**src/rtl/bitmap_offset_transform_pkg.sv**
```systemverilog
// Shared types and helpers for bitmap offset transforms.
package bitmap_xform_pkg;

  typedef enum logic [2:0] {
    MODE_NONE      = 3'd0,
    MODE_MIRROR_X  = 3'd1,
    MODE_MIRROR_Y  = 3'd2,
    MODE_MIRROR_XY = 3'd3,
    MODE_AUTO_X    = 3'd4,
    MODE_AUTO_Y    = 3'd5,
    MODE_AUTO_XY   = 3'd6,
    MODE_RSVD      = 3'd7
  } xform_mode_t;

  // Effective mirror flags {mx, my}; animated modes mirror only in phase 1,
  // the reserved code behaves like NONE.
  function automatic logic [1:0] mirror_flags(input xform_mode_t mode, input logic phase);
    logic [1:0] flags;
    flags = 2'b00;
    case (mode)
      MODE_MIRROR_X:  flags = 2'b10;
      MODE_MIRROR_Y:  flags = 2'b01;
      MODE_MIRROR_XY: flags = 2'b11;
      MODE_AUTO_X:    flags = {phase, 1'b0};
      MODE_AUTO_Y:    flags = {1'b0, phase};
      MODE_AUTO_XY:   flags = {phase, phase};
      default:        flags = 2'b00;
    endcase
    return flags;
  endfunction

  // True for the frame-animated modes, which run the flip timer.
  function automatic logic is_auto(input xform_mode_t mode);
    return (mode == MODE_AUTO_X) || (mode == MODE_AUTO_Y) || (mode == MODE_AUTO_XY);
  endfunction

endpackage

```
**src/rtl/bitmap_offset_transform_if.sv**
```systemverilog
// Pixel/offset bus between object rect logic, the transform and the bitmap ROM.
interface bitmap_offset_transform_if #(
  parameter int COORD_W = 11
) ();
  logic               startOfFrame;
  logic [COORD_W-1:0] offsetX;
  logic [COORD_W-1:0] offsetY;
  logic               drawingRequest;
  logic [2:0]         modeIn;
  logic               modeLoad;
  logic               pause;
  logic [COORD_W-1:0] newOffsetX;
  logic [COORD_W-1:0] newOffsetY;
  logic               drawingRequestOut;
  logic [2:0]         activeMode;
  logic               flipPhase;

  modport master (
    output startOfFrame, offsetX, offsetY, drawingRequest, modeIn, modeLoad, pause,
    input  newOffsetX, newOffsetY, drawingRequestOut, activeMode, flipPhase
  );

  modport slave (
    input  startOfFrame, offsetX, offsetY, drawingRequest, modeIn, modeLoad, pause,
    output newOffsetX, newOffsetY, drawingRequestOut, activeMode, flipPhase
  );
endinterface

```
**src/rtl/bitmap_offset_transform_frame_flip_timer.sv**
```systemverilog
// Frame-counted toggle: flips phase once every FLIP_PERIOD+1 counted frames.
module frame_flip_timer #(
  parameter int FLIP_PERIOD = 5
) (
  input  logic clk,
  input  logic reset,
  input  logic startOfFrame,
  input  logic pause,
  input  logic reload,   // restart the animation: timer to period, phase to 0
  input  logic autoEn,   // count only while an animated mode is active
  output logic flipPhase
);
  localparam int TW = (FLIP_PERIOD < 1) ? 1 : $clog2(FLIP_PERIOD + 1);
  localparam logic [TW-1:0] RELOAD_V = TW'(FLIP_PERIOD);

  logic [TW-1:0] timer_q, timer_d;
  logic          phase_q, phase_d;

  // Next-state: reload wins, otherwise count down on unpaused animated frames.
  always_comb begin
    timer_d = timer_q;
    phase_d = phase_q;
    if (reload) begin
      timer_d = RELOAD_V;
      phase_d = 1'b0;
    end else if (startOfFrame && !pause && autoEn) begin
      if (timer_q != '0) begin
        timer_d = timer_q - 1'b1;
      end else begin
        timer_d = RELOAD_V;
        phase_d = ~phase_q;
      end
    end
  end

  // Timer/phase registers.
  always_ff @(posedge clk or posedge reset) begin
    if (reset) begin
      timer_q <= RELOAD_V;
      phase_q <= 1'b0;
    end else begin
      timer_q <= timer_d;
      phase_q <= phase_d;
    end
  end

  assign flipPhase = phase_q;
endmodule

```
**src/rtl/bitmap_offset_transform.sv**
```systemverilog
// Mirrors object pixel offsets about X/Y, statically or animated, with
// frame-boundary mode switching and one registered output stage.
module bitmap_offset_transform
  import bitmap_xform_pkg::*;
#(
  parameter int OBJECT_WIDTH_X  = 32,
  parameter int OBJECT_HEIGHT_Y = 32,
  parameter int COORD_W         = 11,
  parameter int FLIP_PERIOD     = 5
) (
  input logic                        clk,
  input logic                        reset,
  bitmap_offset_transform_if.slave   bus
);
  localparam logic [COORD_W-1:0] WIDTH_C   = COORD_W'(OBJECT_WIDTH_X);
  localparam logic [COORD_W-1:0] HEIGHT_C  = COORD_W'(OBJECT_HEIGHT_Y);
  localparam logic [COORD_W-1:0] WIDTH_M1  = COORD_W'(OBJECT_WIDTH_X - 1);
  localparam logic [COORD_W-1:0] HEIGHT_M1 = COORD_W'(OBJECT_HEIGHT_Y - 1);

  xform_mode_t active_q, active_d;
  xform_mode_t pend_q, pend_d;
  logic        pvalid_q, pvalid_d;
  logic        apply;
  xform_mode_t load_mode;
  logic        flip_phase;
  logic [1:0]  flags;
  logic        in_x, in_y;

  logic [COORD_W-1:0] newx_q, newx_d;
  logic [COORD_W-1:0] newy_q, newy_d;
  logic               dr_q, dr_d;

  assign load_mode = xform_mode_t'(bus.modeIn);
  // A same-cycle load counts as pending so it can be applied immediately.
  assign apply     = bus.startOfFrame && (pvalid_q || bus.modeLoad);

  // Mode bookkeeping: loads stay pending until the next frame boundary.
  always_comb begin
    active_d = active_q;
    pend_d   = pend_q;
    pvalid_d = pvalid_q;
    if (bus.modeLoad) begin
      pend_d = load_mode;
    end
    if (apply) begin
      active_d = bus.modeLoad ? load_mode : pend_q;
      pvalid_d = 1'b0;
    end else if (bus.modeLoad) begin
      pvalid_d = 1'b1;
    end
  end

  // Mode registers.
  always_ff @(posedge clk or posedge reset) begin
    if (reset) begin
      active_q <= MODE_NONE;
      pend_q   <= MODE_NONE;
      pvalid_q <= 1'b0;
    end else begin
      active_q <= active_d;
      pend_q   <= pend_d;
      pvalid_q <= pvalid_d;
    end
  end

  frame_flip_timer #(
    .FLIP_PERIOD (FLIP_PERIOD)
  ) u_flip_timer (
    .clk          (clk),
    .reset        (reset),
    .startOfFrame (bus.startOfFrame),
    .pause        (bus.pause),
    .reload       (apply),
    .autoEn       (is_auto(active_q)),
    .flipPhase    (flip_phase)
  );

  // Mirror decision uses the mode/phase in effect before this edge, so a
  // newly applied mode shows up on pixels one cycle after startOfFrame.
  always_comb begin
    flags  = mirror_flags(active_q, flip_phase);
    in_x   = bus.offsetX < WIDTH_C;
    in_y   = bus.offsetY < HEIGHT_C;
    newx_d = (flags[1] && in_x) ? (WIDTH_M1 - bus.offsetX) : bus.offsetX;
    newy_d = (flags[0] && in_y) ? (HEIGHT_M1 - bus.offsetY) : bus.offsetY;
    dr_d   = bus.drawingRequest && in_x && in_y;
  end

  // Output pipeline stage.
  always_ff @(posedge clk or posedge reset) begin
    if (reset) begin
      newx_q <= '0;
      newy_q <= '0;
      dr_q   <= 1'b0;
    end else begin
      newx_q <= newx_d;
      newy_q <= newy_d;
      dr_q   <= dr_d;
    end
  end

  assign bus.newOffsetX        = newx_q;
  assign bus.newOffsetY        = newy_q;
  assign bus.drawingRequestOut = dr_q;
  assign bus.activeMode        = active_q;
  assign bus.flipPhase         = flip_phase;
endmodule

```
**src/flat_wrapper.sv**
```systemverilog
// flat-port wrapper written by rule: the top's interface ports become plain ports
module bitmap_offset_transform_flat import bitmap_xform_pkg::*;
#(
  parameter int OBJECT_WIDTH_X  = 32,
  parameter int OBJECT_HEIGHT_Y = 32,
  parameter int COORD_W         = 11,
  parameter int FLIP_PERIOD     = 5
)
  (clk, reset, bus_startOfFrame, bus_offsetX, bus_offsetY, bus_drawingRequest, bus_modeIn, bus_modeLoad, bus_pause, bus_newOffsetX, bus_newOffsetY, bus_drawingRequestOut, bus_activeMode, bus_flipPhase);
  bitmap_offset_transform_if #(.COORD_W(COORD_W)) bus_i ();
  input logic clk;
  input logic reset;
  input wire logic [$bits(bus_i.startOfFrame)-1:0] bus_startOfFrame;
  input wire logic [$bits(bus_i.offsetX)-1:0] bus_offsetX;
  input wire logic [$bits(bus_i.offsetY)-1:0] bus_offsetY;
  input wire logic [$bits(bus_i.drawingRequest)-1:0] bus_drawingRequest;
  input wire logic [$bits(bus_i.modeIn)-1:0] bus_modeIn;
  input wire logic [$bits(bus_i.modeLoad)-1:0] bus_modeLoad;
  input wire logic [$bits(bus_i.pause)-1:0] bus_pause;
  output wire logic [$bits(bus_i.newOffsetX)-1:0] bus_newOffsetX;
  output wire logic [$bits(bus_i.newOffsetY)-1:0] bus_newOffsetY;
  output wire logic [$bits(bus_i.drawingRequestOut)-1:0] bus_drawingRequestOut;
  output wire logic [$bits(bus_i.activeMode)-1:0] bus_activeMode;
  output wire logic [$bits(bus_i.flipPhase)-1:0] bus_flipPhase;
  assign bus_i.startOfFrame = bus_startOfFrame;
  assign bus_i.offsetX = bus_offsetX;
  assign bus_i.offsetY = bus_offsetY;
  assign bus_i.drawingRequest = bus_drawingRequest;
  assign bus_i.modeIn = bus_modeIn;
  assign bus_i.modeLoad = bus_modeLoad;
  assign bus_i.pause = bus_pause;
  assign bus_newOffsetX = bus_i.newOffsetX;
  assign bus_newOffsetY = bus_i.newOffsetY;
  assign bus_drawingRequestOut = bus_i.drawingRequestOut;
  assign bus_activeMode = bus_i.activeMode;
  assign bus_flipPhase = bus_i.flipPhase;
  bitmap_offset_transform #(.OBJECT_WIDTH_X(OBJECT_WIDTH_X), .OBJECT_HEIGHT_Y(OBJECT_HEIGHT_Y), .COORD_W(COORD_W), .FLIP_PERIOD(FLIP_PERIOD)) u_core (.clk(clk), .reset(reset), .bus(bus_i));
endmodule
```
**config.mk**
```make
export PLATFORM = sky130hd
export DESIGN_NAME = bitmap_offset_transform_flat
export DESIGN_NICKNAME = d
export VERILOG_FILES = /design/src/rtl/bitmap_offset_transform_pkg.sv /design/src/rtl/bitmap_offset_transform_if.sv /design/src/rtl/bitmap_offset_transform_frame_flip_timer.sv /design/src/rtl/bitmap_offset_transform.sv /design/src/flat_wrapper.sv
export SDC_FILE = /design/constraint.sdc
export NUM_CORES = 1
export LEC_CHECK = 0
export ABC_AREA = 1
export BUFFER_PORTS_ARGS = -buffer_cell sky130_fd_sc_hd__clkbuf_2
export CORE_MARGIN = 10
export CORE_UTILIZATION = 35
export DETAILED_ROUTE_END_ITERATION = 8
export SLEW_MARGIN = 20
export SYNTH_ARGS = -nofsm -noshare
export SYNTH_HDL_FRONTEND = slang
export SYNTH_HIERARCHICAL = 1
export SYNTH_SLANG_ARGS = --single-unit
```
**constraint.sdc**
```tcl
create_clock -name clk -period 1.58 [get_ports clk]
set_input_delay 0.474 -clock clk [delete_from_list [all_inputs] [get_ports clk]]
set_output_delay 0.474 -clock clk [all_outputs]
set_load 0.05 [all_outputs]
```
==> impl_metrics.yaml <==
layout:
  area_growth_pct: 28.2
  diodes: 0
  layout-drive-gt1-share_pct: 33.2
  nNetsFinal: 269
critical_path:
  cp.arrival_ns: 1.04
  start_kind: "flop"
  reg2reg_to: "u_core/u_flip_timer/flipPhase"
  worstPathRequired_ns: 1.11
  r2r_start: "u_core/bus.activeMode[2]"
  cpMaxStageDelayCell: "dfrtp_1"
  endpoint_kind: "output port"
  crit_path_max_incr_delay_ns: 0.45
  timing.setup.critical_path_class: "reg -> out"
  cpLargestDelayFamily: "flip-flops"
  crit_start: "u_core/bus.activeMode[2]"
  crit_chain: "clkbuf_2"
  reg2regPathDepth: 7
  r2r_slack_ns: 0.33
  crit_fanout: 5
  cp_num_cells: 1
  crit_end: "bus_activeMode[2]"
  critPathBufInv: 1
route:
  drc: 0
  drt_iter0_drc: 34
  drt-total-wl_um: 3510
  vias_per_cell: 4.35
  vias: 1240
  ant_nets: 0
  first_pass_iters: 4
  wl_per_cell_um: 12.3
clocking:
  cts.sinks: 34
  hold_buffers: 0
  cts.clk_slew.worst_paths_ns: 0.06
  clk_latency_ns: 0.27
  cts_buffer_depth: 2
  ctsRootBufferMaster: "clkbuf_8"
  post-cts-setup-buffers: 0
  cts_buffers: 5
  cts_tree: "done"
  cts_resized: 0
  htree_levels: 2
yosys:
  synth_top_cell_by_area: "dfrtp_1"
  ys_types: 22
  synthesis.area_sq_um: 1500
  syn_area_per_cell_sq_um: 8.69
  synth_top_area_share_pct: 53.3
  synth_edf_count: 0
  yosys_register_bits: 34
  synth_cells: 173
  synth-main-ff-cell: "dfrtp_1"
  synthTopCellsByCount: "nand2_1, dfrtp_1, inv_1"
  yosys.cell_count.top_type: "nand2_1"
  ys_seq_area_share_pct: 56.8
  synth_area_leaders: "dfrtp_1, nand2_1, inv_1"
  synthesis.nets: 207
  async_flop_share_pct: 100
  ys_warn_count: 6
sta:
  timing.fmax_mhz: 661
  timing.final.crit_share_pct: 95.7
  maxSlewHeadroom_pct: 74.2
  fin_setup_tns_ns: 0
  finalWorstSetupSlack_ns: 0.0681
  post-route-min-period_ns: 1.51
  rsz0062_at_grt: "no"
  tightest_slew_ns: 0.388
  finalClockSkew_ns: 0.00354
  setup_viol_count_final: 0
  maxSlewViolCount: 0
  final-hold-violation-count: 0
power:
  seq_power_share_pct: 48.1
  combPwrFrac_pct: 23.8
  p_clk_share_pct: 28.1
  p_leak_uw: 0.00114
  power_density_nw_per_um2: 1070
  sw_frac_of_total_pct: 33.7
  p_sw_uw: 694
  ir_drop_mv: 0.560
  p_int_uw: 1370
hold_path:
  hold_class: "in -> async"
floorplanning:
  ios: 58
  design.die.area_sq_um: 7310
  dieWidth_um: 85.5
  initial_core_util_pct: 36.8
  die_h_um: 85.5
  fp.coreArea_sq_um: 4090
  fp-row-count: 23
global_route:
  grt_pass1_wl_um: 5930
  grt_max_degree: 31
  antenna_found_initial: 0
  grt_overflow_total: 0
  grt.total_usage_pct: 9.89
  grt_pass1_vias: 1267
placed_design:
  port_buffers: 57
  place.gp.congestion: 0.707
  preCtsSetupSlack_ns: 0.120
  dp_hpwl_um: 2810
run:
  maxCapViolations: 0
status:
  status: "complete, no violations"
-- cell type report --
class | count | area [sq um]
Fill cell | 423 | 2160
Sequential cell | 34 | 853
Multi-Input combinational cell | 104 | 515
Timing Repair Buffer | 59 | 300
Inverter | 31 | 119
Clock buffer | 7 | 76.3
Tap cell | 50 | 62.6
-- registers in the layout, indices dropped and copies added (netlist names) --
register                       flops
u_core/bus.newOffsetX             11
u_core/bus.newOffsetY             11
u_core/bus.activeMode              3
u_core/pend_q                      3
u_core/u_flip_timer/timer_q        3
u_core/bus.drawingRequestOut       1
u_core/pvalid_q                    1
u_core/u_flip_timer/flipPhase      1
-- cells by family after synthesis --
kind of cell             synth area share, %
AND/OR/NAND/NOR                         29.1
flip-flops                              56.8
buffers and inverters                   8.91
AO/OA/AOI/OAI                           2.75
adder cells (fa/ha/maj)                 2.50
-- worst min path at each step --
stage,startpoint,end,slack [ns],cells past startpoint
2_1_floorplan,reset,u_core/u_flip_timer/flipPhase,0.24,1
3_3_place_gp,reset,u_core/u_flip_timer/timer_q[1],0.36,2
3_5_place_dp,reset,u_core/u_flip_timer/timer_q[1],0.36,2
4_1_cts,reset,u_core/u_flip_timer/flipPhase,0.05,2
5_1_grt,reset,u_core/u_flip_timer/flipPhase,0.06,2
6_report,reset,u_core/u_flip_timer/timer_q[1],0.06,2
-- layout by cell type (no fill, tap or decap) --
cell	count
or2_1	1
nand2_2	5
buf_4	2
clkbuf_1	2
clkbuf_8	5
inv_2	1
nand4_1	8
nand2_1	61
inv_1	29
clkbuf_2	57
nor2_4	1
o21ai_1	1
ha_1	3
nor2_1	11
nand3_1	4
dfstp_2	2
o21ai_2	1
o211ai_1	1
inv_4	1
o21ai_0	3
dfrtp_1	32
nand3_4	1
a21oi_1	1
nor2_8	1
nand3_2	1
-- layer usage --
| metal | GRT usage [%] | up-vias | routed length [um] |
|---|---|---|---|
| met3 | 4.16 | 2 | 268 |
| met4 | 4.49 | 0 | 22 |
| met1 | 11.4 | 558 | 1540 |
| met2 | 15.6 | 34 | 1680 |
| li1 | - | 646 | - |
| met5 | 0 | - | 0 |
-- power by group through the flow --
stage	combinational, uW	sequential, uW	clock [uW]
final	490	992	579
after global placement	492	1010	0
after floorplan	172	1180	0
after CTS	499	992	611
after global routing	539	1000	645
after detailed placement	499	1010	0
-- through the flow --
step,util [%],power (uW),std cells,hold slack [ns],cell area (sq um)
2_1_floorplan,-,1350,173,0.239,1500
3_3_place_gp,45.3,1500,278,0.359,1850
3_5_place_dp,45.3,1510,278,0.358,1850
4_1_cts,47.2,2100,285,0.0549,1930
5_1_grt,47.2,2180,285,0.0613,1930
6_report,47.2,2060,285,0.0632,1930
No activity file was read; power rests on OpenSTA's default activity.
